==> config.mk <==
export PLATFORM = sky130hd
export DESIGN_NAME = quad_step_decoder
export DESIGN_NICKNAME = d
export VERILOG_FILES = /design/src/rtl/qd_pkg.sv /design/src/rtl/qd_sync_filter.sv /design/src/rtl/quad_step_decoder.sv
export SDC_FILE = /design/constraint.sdc
export NUM_CORES = 1
export LEC_CHECK = 0
export ABC_AREA = 1
export CAP_MARGIN = 20
export CELL_PAD_IN_SITES_DETAIL_PLACEMENT = 1
export CELL_PAD_IN_SITES_GLOBAL_PLACEMENT = 1
export CORE_UTILIZATION = 38
export CTS_CLUSTER_DIAMETER = 80
export CTS_CLUSTER_SIZE = 40
export DETAILED_ROUTE_END_ITERATION = 12
export HOLD_SLACK_MARGIN = 0.02
export PLACE_DENSITY_LB_ADDON = 0.1
export SYNTH_ARGS = -nofsm -noshare
export SYNTH_HDL_FRONTEND = slang
export SYNTH_SLANG_ARGS = --single-unit
export TNS_END_PERCENT = 100
==> constraint.sdc <==
create_clock -name clk -period 1.5 [get_ports clk]
set_input_delay 0.3 -clock clk [delete_from_list [all_inputs] [get_ports clk]]
set_output_delay 0.3 -clock clk [all_outputs]
set_load 0.05 [all_outputs]
==> src/rtl/qd_pkg.sv <==
// Shared encodings for the quadrature step decoder: Gray step codes, FSM states
// and the forward-step successor function.
package qd_pkg;

  localparam logic [1:0] QD_S0 = 2'b00;
  localparam logic [1:0] QD_S1 = 2'b01;
  localparam logic [1:0] QD_S2 = 2'b11;
  localparam logic [1:0] QD_S3 = 2'b10;

  typedef enum logic [1:0] {
    PRIME = 2'd0,
    LOAD  = 2'd1,
    RUN   = 2'd2
  } qd_state_e;

  // Next code in the forward direction, {a,b}: 00 -> 01 -> 11 -> 10 -> 00
  function automatic logic [1:0] qd_next(input logic [1:0] s);
    case (s)
      QD_S0:   qd_next = QD_S1;
      QD_S1:   qd_next = QD_S2;
      QD_S2:   qd_next = QD_S3;
      default: qd_next = QD_S0;
    endcase
  endfunction

endpackage

==> src/rtl/qd_sync_filter.sv <==
// One quadrature channel: 2-flop synchroniser followed by a stability filter that
// only moves filt_out once the synced value has differed for FILT_CYCLES edges.
module qd_sync_filter #(
  parameter int FILT_CYCLES = 4
) (
  input  logic clk,
  input  logic rst,
  input  logic load,
  input  logic raw,
  output logic filt_out
);

  localparam int CW = (FILT_CYCLES > 1) ? $clog2(FILT_CYCLES) : 1;
  localparam logic [CW-1:0] CNT_MAX = CW'(FILT_CYCLES - 1);

  logic [1:0]    sync_q;
  logic [CW-1:0] cnt;
  logic          sync;

  assign sync = sync_q[1];

  always_ff @(posedge clk) begin
    if (rst) begin
      sync_q   <= '0;
      cnt      <= '0;
      filt_out <= 1'b0;
    end else begin
      sync_q <= {sync_q[0], raw};
      if (load) begin
        filt_out <= sync;
        cnt      <= '0;
      end else if (sync != filt_out) begin
        // the edge where cnt sits at the max is the FILT_CYCLES-th differing sample
        if (cnt == CNT_MAX) begin
          filt_out <= sync;
          cnt      <= '0;
        end else begin
          cnt <= cnt + CW'(1);
        end
      end else begin
        cnt <= '0;
      end
    end
  end

endmodule

==> src/rtl/quad_step_decoder.sv <==
// Quadrature A/B to up/down step pulses: per-channel sync+filter, start-up FSM,
// x4 Gray decode, direction latch and saturating illegal-transition counter.
module quad_step_decoder
  import qd_pkg::*;
#(
  parameter int FILT_CYCLES = 4,
  parameter int ERR_W       = 8
) (
  input  logic             clk,
  input  logic             rst,
  input  logic             en,
  input  logic             quad_a,
  input  logic             quad_b,
  output logic             up,
  output logic             down,
  output logic             dir,
  output logic             err,
  output logic [ERR_W-1:0] err_count,
  output logic             a_filt,
  output logic             b_filt
);

  qd_state_e  state, state_d;
  logic       prime_done;
  logic       armed;
  logic       load;
  logic [1:0] raw_v, filt_v, prev;
  logic       step_up, step_dn, step_err, fire;

  assign raw_v  = {quad_a, quad_b};
  assign a_filt = filt_v[1];
  assign b_filt = filt_v[0];

  for (genvar ch = 0; ch < 2; ch++) begin : g_ch
    qd_sync_filter #(.FILT_CYCLES(FILT_CYCLES)) u_filt (
      .clk      (clk),
      .rst      (rst),
      .load     (load),
      .raw      (raw_v[ch]),
      .filt_out (filt_v[ch])
    );
  end

  always_ff @(posedge clk) begin
    if (rst) begin
      state      <= PRIME;
      prime_done <= 1'b0;
      armed      <= 1'b0;
    end else begin
      state      <= state_d;
      prime_done <= (state == PRIME) && !prime_done;
      armed      <= (state == RUN);
    end
  end

  always_comb begin
    state_d = state;
    load    = 1'b0;
    case (state)
      PRIME:   if (prime_done) state_d = LOAD;
      LOAD: begin
        load    = 1'b1;
        state_d = RUN;
      end
      RUN:     state_d = RUN;
      default: state_d = PRIME;
    endcase
  end

  // prev still holds the pre-load value during the first RUN cycle, so decode waits one cycle
  always_comb begin
    step_up  = (qd_next(prev) == filt_v);
    step_dn  = (qd_next(filt_v) == prev);
    step_err = ((prev ^ filt_v) == 2'b11);
    fire     = en && (state == RUN) && armed;
  end

  always_ff @(posedge clk) begin
    if (rst) begin
      prev      <= '0;
      up        <= 1'b0;
      down      <= 1'b0;
      err       <= 1'b0;
      dir       <= 1'b0;
      err_count <= '0;
    end else begin
      prev <= filt_v;
      up   <= fire && step_up;
      down <= fire && step_dn;
      err  <= fire && step_err;
      if (fire && step_up)
        dir <= 1'b1;
      else if (fire && step_dn)
        dir <= 1'b0;
      if (fire && step_err && (err_count != '1))
        err_count <= err_count + ERR_W'(1);
    end
  end

endmodule

======== After elaboration in Yosys (flattened, before gate mapping) ========
Index checks and enable logic that the tools add are counted.
operators by class
  add/subtract/negate cells ............... 3
  equal/unequal tests ..................... 15
  multiplexer cells ....................... 13
  bitwise operators ....................... 3
  reductions and logical operators ........ 21
operators by type and width
  kind                   count
  $eq A2 B2 Y1 const B   6
  $pmux W2 S3            2
  $reduce_bool A2 Y1     5
  $mux W1                9
  $add A8 B1 Y8 const B  1
  $ne A8 B8 Y1 const B   1
  $reduce_or A4 Y1       2
  $logic_and A1 B1 Y1    7
  $eq A2 B1 Y1 const B   3
  $logic_not A2 Y1       3
  $add A2 B1 Y2 const B  2
  $eq A2 B2 Y1           2
  $pmux W2 S2            1
  $reduce_and A2 Y1      2
  $mux W2                1
  $ne A1 B1 Y1           2
  $ne A2 B2 Y1 const B   1
  $not A1 Y1             2
  $reduce_or A2 Y1       1
  $xor A2 B2 Y2          1
  $logic_not A1 Y1       1
storage, ports and cells
  flip-flop bits (word level) ............. 28
  input port bits ......................... 5
  logic and storage cells ................. 70

======== Depth between registers and ports, before layout ========
  depth in word-level cells ............... 6
  mapped depth ............................ 9
  gate-level depth less buffers ........... 9

======== Modules after synthesis ========
From an unflattened synthesis, not the netlist that was laid out.
second synthesis, totals
  cells, all modules ...................... 185
  area total of the unflattened synthesis .. 1,327.5 sq um
modules (own cells, without submodules)
  module             instances  cells each  area each (sq um)  sequential area each (sq um)
  quad_step_decoder  1          131         927.1              360.3
  qd_sync_filter     2          27          200.2              100.1

======== Worst setup path after synthesis ========
Ideal clock, no wire load.
  kind .................................... reg2reg
  start ................................... register err_count[0]
  end ..................................... register err_count[5]
  arrival ................................. 1.571 ns
  data required time ...................... 1.430 ns
  slack ................................... -0.141 ns
  cell stages (with the launch flop) ...... 8
  clock period less this slack ............ 1.641 ns
  cells stage by stage .................... dfxtp_1 -> ha_1 -> nand2_2 -> nor2_4 -> nand2_2 -> nand3_2 -> nand2_1 -> a21oi_1
between the ends
  longest elaborated chain between the ends .. 2
  elaborated cells on any way between the ends .. 3
RTL lines
  element                                                line                     source
  start: declaration                                     quad_step_decoder.sv:18  output logic [ERR_W-1:0] err_count,
  start signal: assignment                               quad_step_decoder.sv:96  err_count <= err_count + ERR_W'(1);
  branches (longest 2 deep; another with $add A8 B1 Y8)  -
Parallel ways; which one is timed is not known.
A chain may end at the register's enable or synchronous reset.

======== Final worst setup path ========
  start ................................... register err_count[1]
  end ..................................... register err_count[0]
between the ends
  longest elaborated chain between the ends .. 2
RTL lines
  element              line                     source
  $ne A8 B8 Y1         quad_step_decoder.sv:95  if (fire && step_err && (err_count != '1))
  $logic_and A1 B1 Y1  quad_step_decoder.sv:95
No other way between the ends.

==> impl_summary.txt <==
----------------------------------------------------
[Synth]
  Synth cell types ... 21
  Post-synthesis async set-or-reset flop share ... 0%
  Sequential fraction of the synthesis area ... 44.6%
  Count leader, synth ... nand2_1
  Area share of the leading cell type in the synthesized netlist ... between 40 and 50%
  Most area-hungry cell type in the Yosys netlist ... dfxtp_1
  Simple logic cell fraction of the synthesized area ... about 29%
  Count of mapped cells out of synthesis ... 168
  Synthesized-area fraction occupied by ao, oa, aoi and oai cells ... under 10%
  Top cells by area, synth ... dfxtp_1 45%, nand2_1 10%, nor2_1 8.1%
  Top FF cell, synth ... dfxtp_1
  Syn nets ... 180
  Cell types with the highest counts after synthesis ... 34 x nand2_1, 28 x dfxtp_1, 27 x nor2_1
  Fraction of the mapped netlist area in adder cells ... between 6 and 7%
  Post-synth design cell area ... between 1000 and 1500 µm²
  Mux cell area share after synthesis ... 0%
  Post-synthesis xor/xnor area fraction ... under 10%
  Warning count from the yosys run ... 0
  Post-synth EDFFs ... 0
  Main combinational cell family by area after synthesis ... simple AND/OR/NAND/NOR gates
  Number of flip-flops and latches in the synthesized netlist ... 28
  Synthesized area divided by synthesized cell count ... around 7.5 µm²

[Critical path]
  Classification of the worst setup path ... register to register
  Ordered list of cells on the worst path ... ha_2 -> nand2_2 -> nor2_4 -> nand2_4 -> inv_2 -> nor2_4 -> nand2_1 -> nand2_1 -> nor2_1
  CP Capture Type ... register
  Path depth of the worst reg2reg path ... 9
  Arrival time of the worst setup path ... 1.69 ns
  Critical Path Max Stage Delay ... about 0.42 ns
  Worst flop-to-flop path endpoint ... err_count[0]$_SDFFE_PP0P_
  Setup crit start kind ... register
  Family with the most delay on the worst path ... simple AND/OR/NAND/NOR gates
  Start of the worst register-to-register path ... err_count[1]$_SDFFE_PP0P_
  Cell at the slowest stage of the critical path ... dfxtp_2
  Highest net fanout along the worst path ... 6
  CP Data Required Time ... 1.77 ns
  Flop2flop setup slack ... between 0.08 and 0.09 ns
  WP buf/inv ... 1

[Floorplan]
  Ports ... 19
  Horizontal die dimension ... 59.5 µm
  Core region area ... 3100 µm²
  Chip height ... approximately 60 µm
  Row cnt ... 20
  Initial Util ... 40.5%
  Die Area ... about 3500 µm²

[Clocking]
  Clock tree from TritonCTS ... done
  Latest clock arrival within the worst-skew pair ... ~0.33 ns
  H-tree depth reported by CTS ... 1
  TritonCTS Buffers ... 3
  CTS root buf ... clkbuf_4
  Max clock buf depth ... 2
  Clock input transition at the sequential cells of the worst setup and hold paths ... roughly 0.16 ns
  CTS sink count ... 28

[Pwr]
  Final Power ... 2.04 mW
  Max VDD drop ... 833 µV
  Internal power component ... between 1 and 1.5 mW
  NetSw ... slightly below 0.7 mW
  Power share of the combinational group ... around 30%
  PD cells ... ~1100 nW/µm²
  Clock share of power ... approximately 25%
  Static leakage ... roughly 0.77 nW
  Part of the total power dissipated in sequential elements ... roughly 45%
  Proportion of total power due to net switching ... approximately 34%

[Final layout]
  Antenna Diode Count ... 0
  Area growth from synthesis to layout ... 45.1%
  Final Net Count ... ~210
  Fraction of layout cells with a size suffix above 1 ... 26.6%
  Post-route standard cell area excluding fillers ... roughly 1800 µm²
  Util after Layout ... between 50% and 60%

[STA]
  Slew at the pin with the worst max-slew slack ... 0.302 ns
  Final Max Slew Viols ... 0
  Share of the clock period used by the worst path after layout ... approximately 94%
  Setup-violating endpoint count in the final report ... 0
  Post-Route Skew ... 0.00417 ns
  Post-route minimum period ... between 1 and 1.5 ns
  Headroom to the max-slew limit ... 79.9%
  Hold Vio Cnt, Final ... 0
  Top achievable clock speed ... approximately 700 MHz
  Setup Total Neg Slack ... 0 ns
  Hold slack ... about 0.42 ns

[GRT]
  Via count of the first global-routing pass ... 1189
  Antenna violations before repair ... 0
  Global routing usage summed across all routing layers ... 20.9%
  Pin count of the biggest net entering global routing ... 17
  GRT Residual Overflow ... 0
  Wire length of the first global-routing pass ... 5470 µm

[Route]
  Total wirelength of the detailed-routed design ... between 3000 and 4000 µm
  Remaining routing DRC violations ... 0
  Iter 0 DRT Violations ... 17
  Vias after detailed routing ... between 1k and 1.5k
  Count of nets left with antenna violations after detail routing ... 0
  Number of detailed-routing iterations run before antenna repair ... 4
  Post-DR wirelength/cell ... roughly 13 µm
  Via/cell ratio ... ~4.8

[Placed design]
  Post-detailed-placement half-perimeter wirelength ... 2440 µm
  IO buf count ... 18
  Total placed instance area ... 1700 µm²
  Final weighted congestion in routability-driven placement ... around 0.75

[Worst hold path]
  Worst hold path type ... register to register
  Hold Path Depth ... 2
  HP Start ... g_ch[0].u_filt.sync_q[0]$_SDFF_PP0_
  Endpoint of the worst hold path ... g_ch[0].u_filt.sync_q[1]$_SDFF_PP0_

[Run status]
  Outcome ... completed

[Job]
  Max_cap viols ... 0

----------------------------------------------------
## power groups by stage
stage	clock network (mW)	logic, mW	registers [mW]
finish	0.502	0.620	0.918
global route	0.539	0.688	0.931
CTS	0.517	0.585	0.911
detailed placement	0	0.577	0.927
global placement	0	0.540	0.918
floorplan	0	0.294	0.977
## flip-flops by register name (all words and copies together), names as in the netlist
| signal | count |
|---|---|
| err | 1 |
| up | 1 |
| state | 2 |
| armed | 1 |
| g_ch.u_filt.filt_out | 2 |
| err_count | 8 |
| g_ch.u_filt.sync_q | 4 |
| down | 1 |
| prime_done | 1 |
| prev | 2 |
| g_ch.u_filt.cnt | 4 |
| dir | 1 |
## layout by cell type, fill, tap and decap left out, types with 3 or more instances in the layout
| cell | n |
|---|---|
| o21ai_0 | 7 |
| nand2_1 | 33 |
| inv_1 | 19 |
| nand2_2 | 4 |
| a21oi_1 | 12 |
| dfxtp_1 | 25 |
| buf_12 | 15 |
| nor2_2 | 3 |
| buf_4 | 10 |
| clkdlybuf4s50_1 | 4 |
| ha_1 | 5 |
| nand3_1 | 6 |
| inv_2 | 5 |
| clkbuf_4 | 3 |
| nor2_1 | 27 |
## repair_timing
action,4_1_cts,5_1_grt
endpoints found under the setup margin,3,8
hold buffers,0,0
resized for setup,2,11
pin swaps,1,1
buffers inserted,0,3
## routing by layer
metal | global-route usage [%] | part of all wire, % | vias to the layer above
met5 | 0 | 0 | -
met4 | 5.65 | 0.70 | 0
met3 | 5.46 | 3.8 | 2
met2 | 36.0 | 51 | 21
met1 | 25.7 | 44 | 552
li1 | - | - | 584
## metrics by stage
step                      std cells  worst slack, ns
after CTS                       240           0.0140
after floorplan                 168           0.0200
final                           243           0.0833
after global placement          236          -0.0274
after detailed placement        236           -0.107
after global routing            243          -0.0395
## worst register-to-register path, delay by kind of cell, from the launching register on
kind	cells	cell delay, ns
AND/OR/NAND/NOR	7	0.64
buffers and inverters	1	0.08
adder cells (fa/ha/maj)	1	0.23
flip-flops	1	0.42
## layout make-up
type | count | area [µm²]
clock buffers | 3 | 22.5
multi-input cells | 114 | 643
inverters | 24 | 90.1
repair buffers | 29 | 415
flip-flops and latches | 28 | 567
well taps | 44 | 55.1
clock inverters | 1 | 30.0
fillers | 383 | 1280
## cells by family after synthesis
logic type      Yosys count
flops                    28
simple gates             81
fa+ha+maj                 7
xor+xnor                  3
buf+inv                  26
compound gates           23
## worst max-delay path by stage
stage	from	to	slack, ns	depth (start not counted)
after floorplan	g_ch[0].u_filt.filt_out$_SDFFE_PP0P_	err_count[1]$_SDFFE_PP0P_	0.02	7
after global placement	en	err_count[0]$_SDFFE_PP0P_	-0.03	8
after detailed placement	en	err_count[0]$_SDFFE_PP0P_	-0.11	8
after CTS	state[0]$_SDFFE_PP0N_	err_count[5]$_SDFFE_PP0P_	0.01	8
after global routing	err_count[1]$_SDFFE_PP0P_	err_count[0]$_SDFFE_PP0P_	-0.04	9
final	err_count[1]$_SDFFE_PP0P_	err_count[0]$_SDFFE_PP0P_	0.08	9
Power figures use the tool's default switching activity.
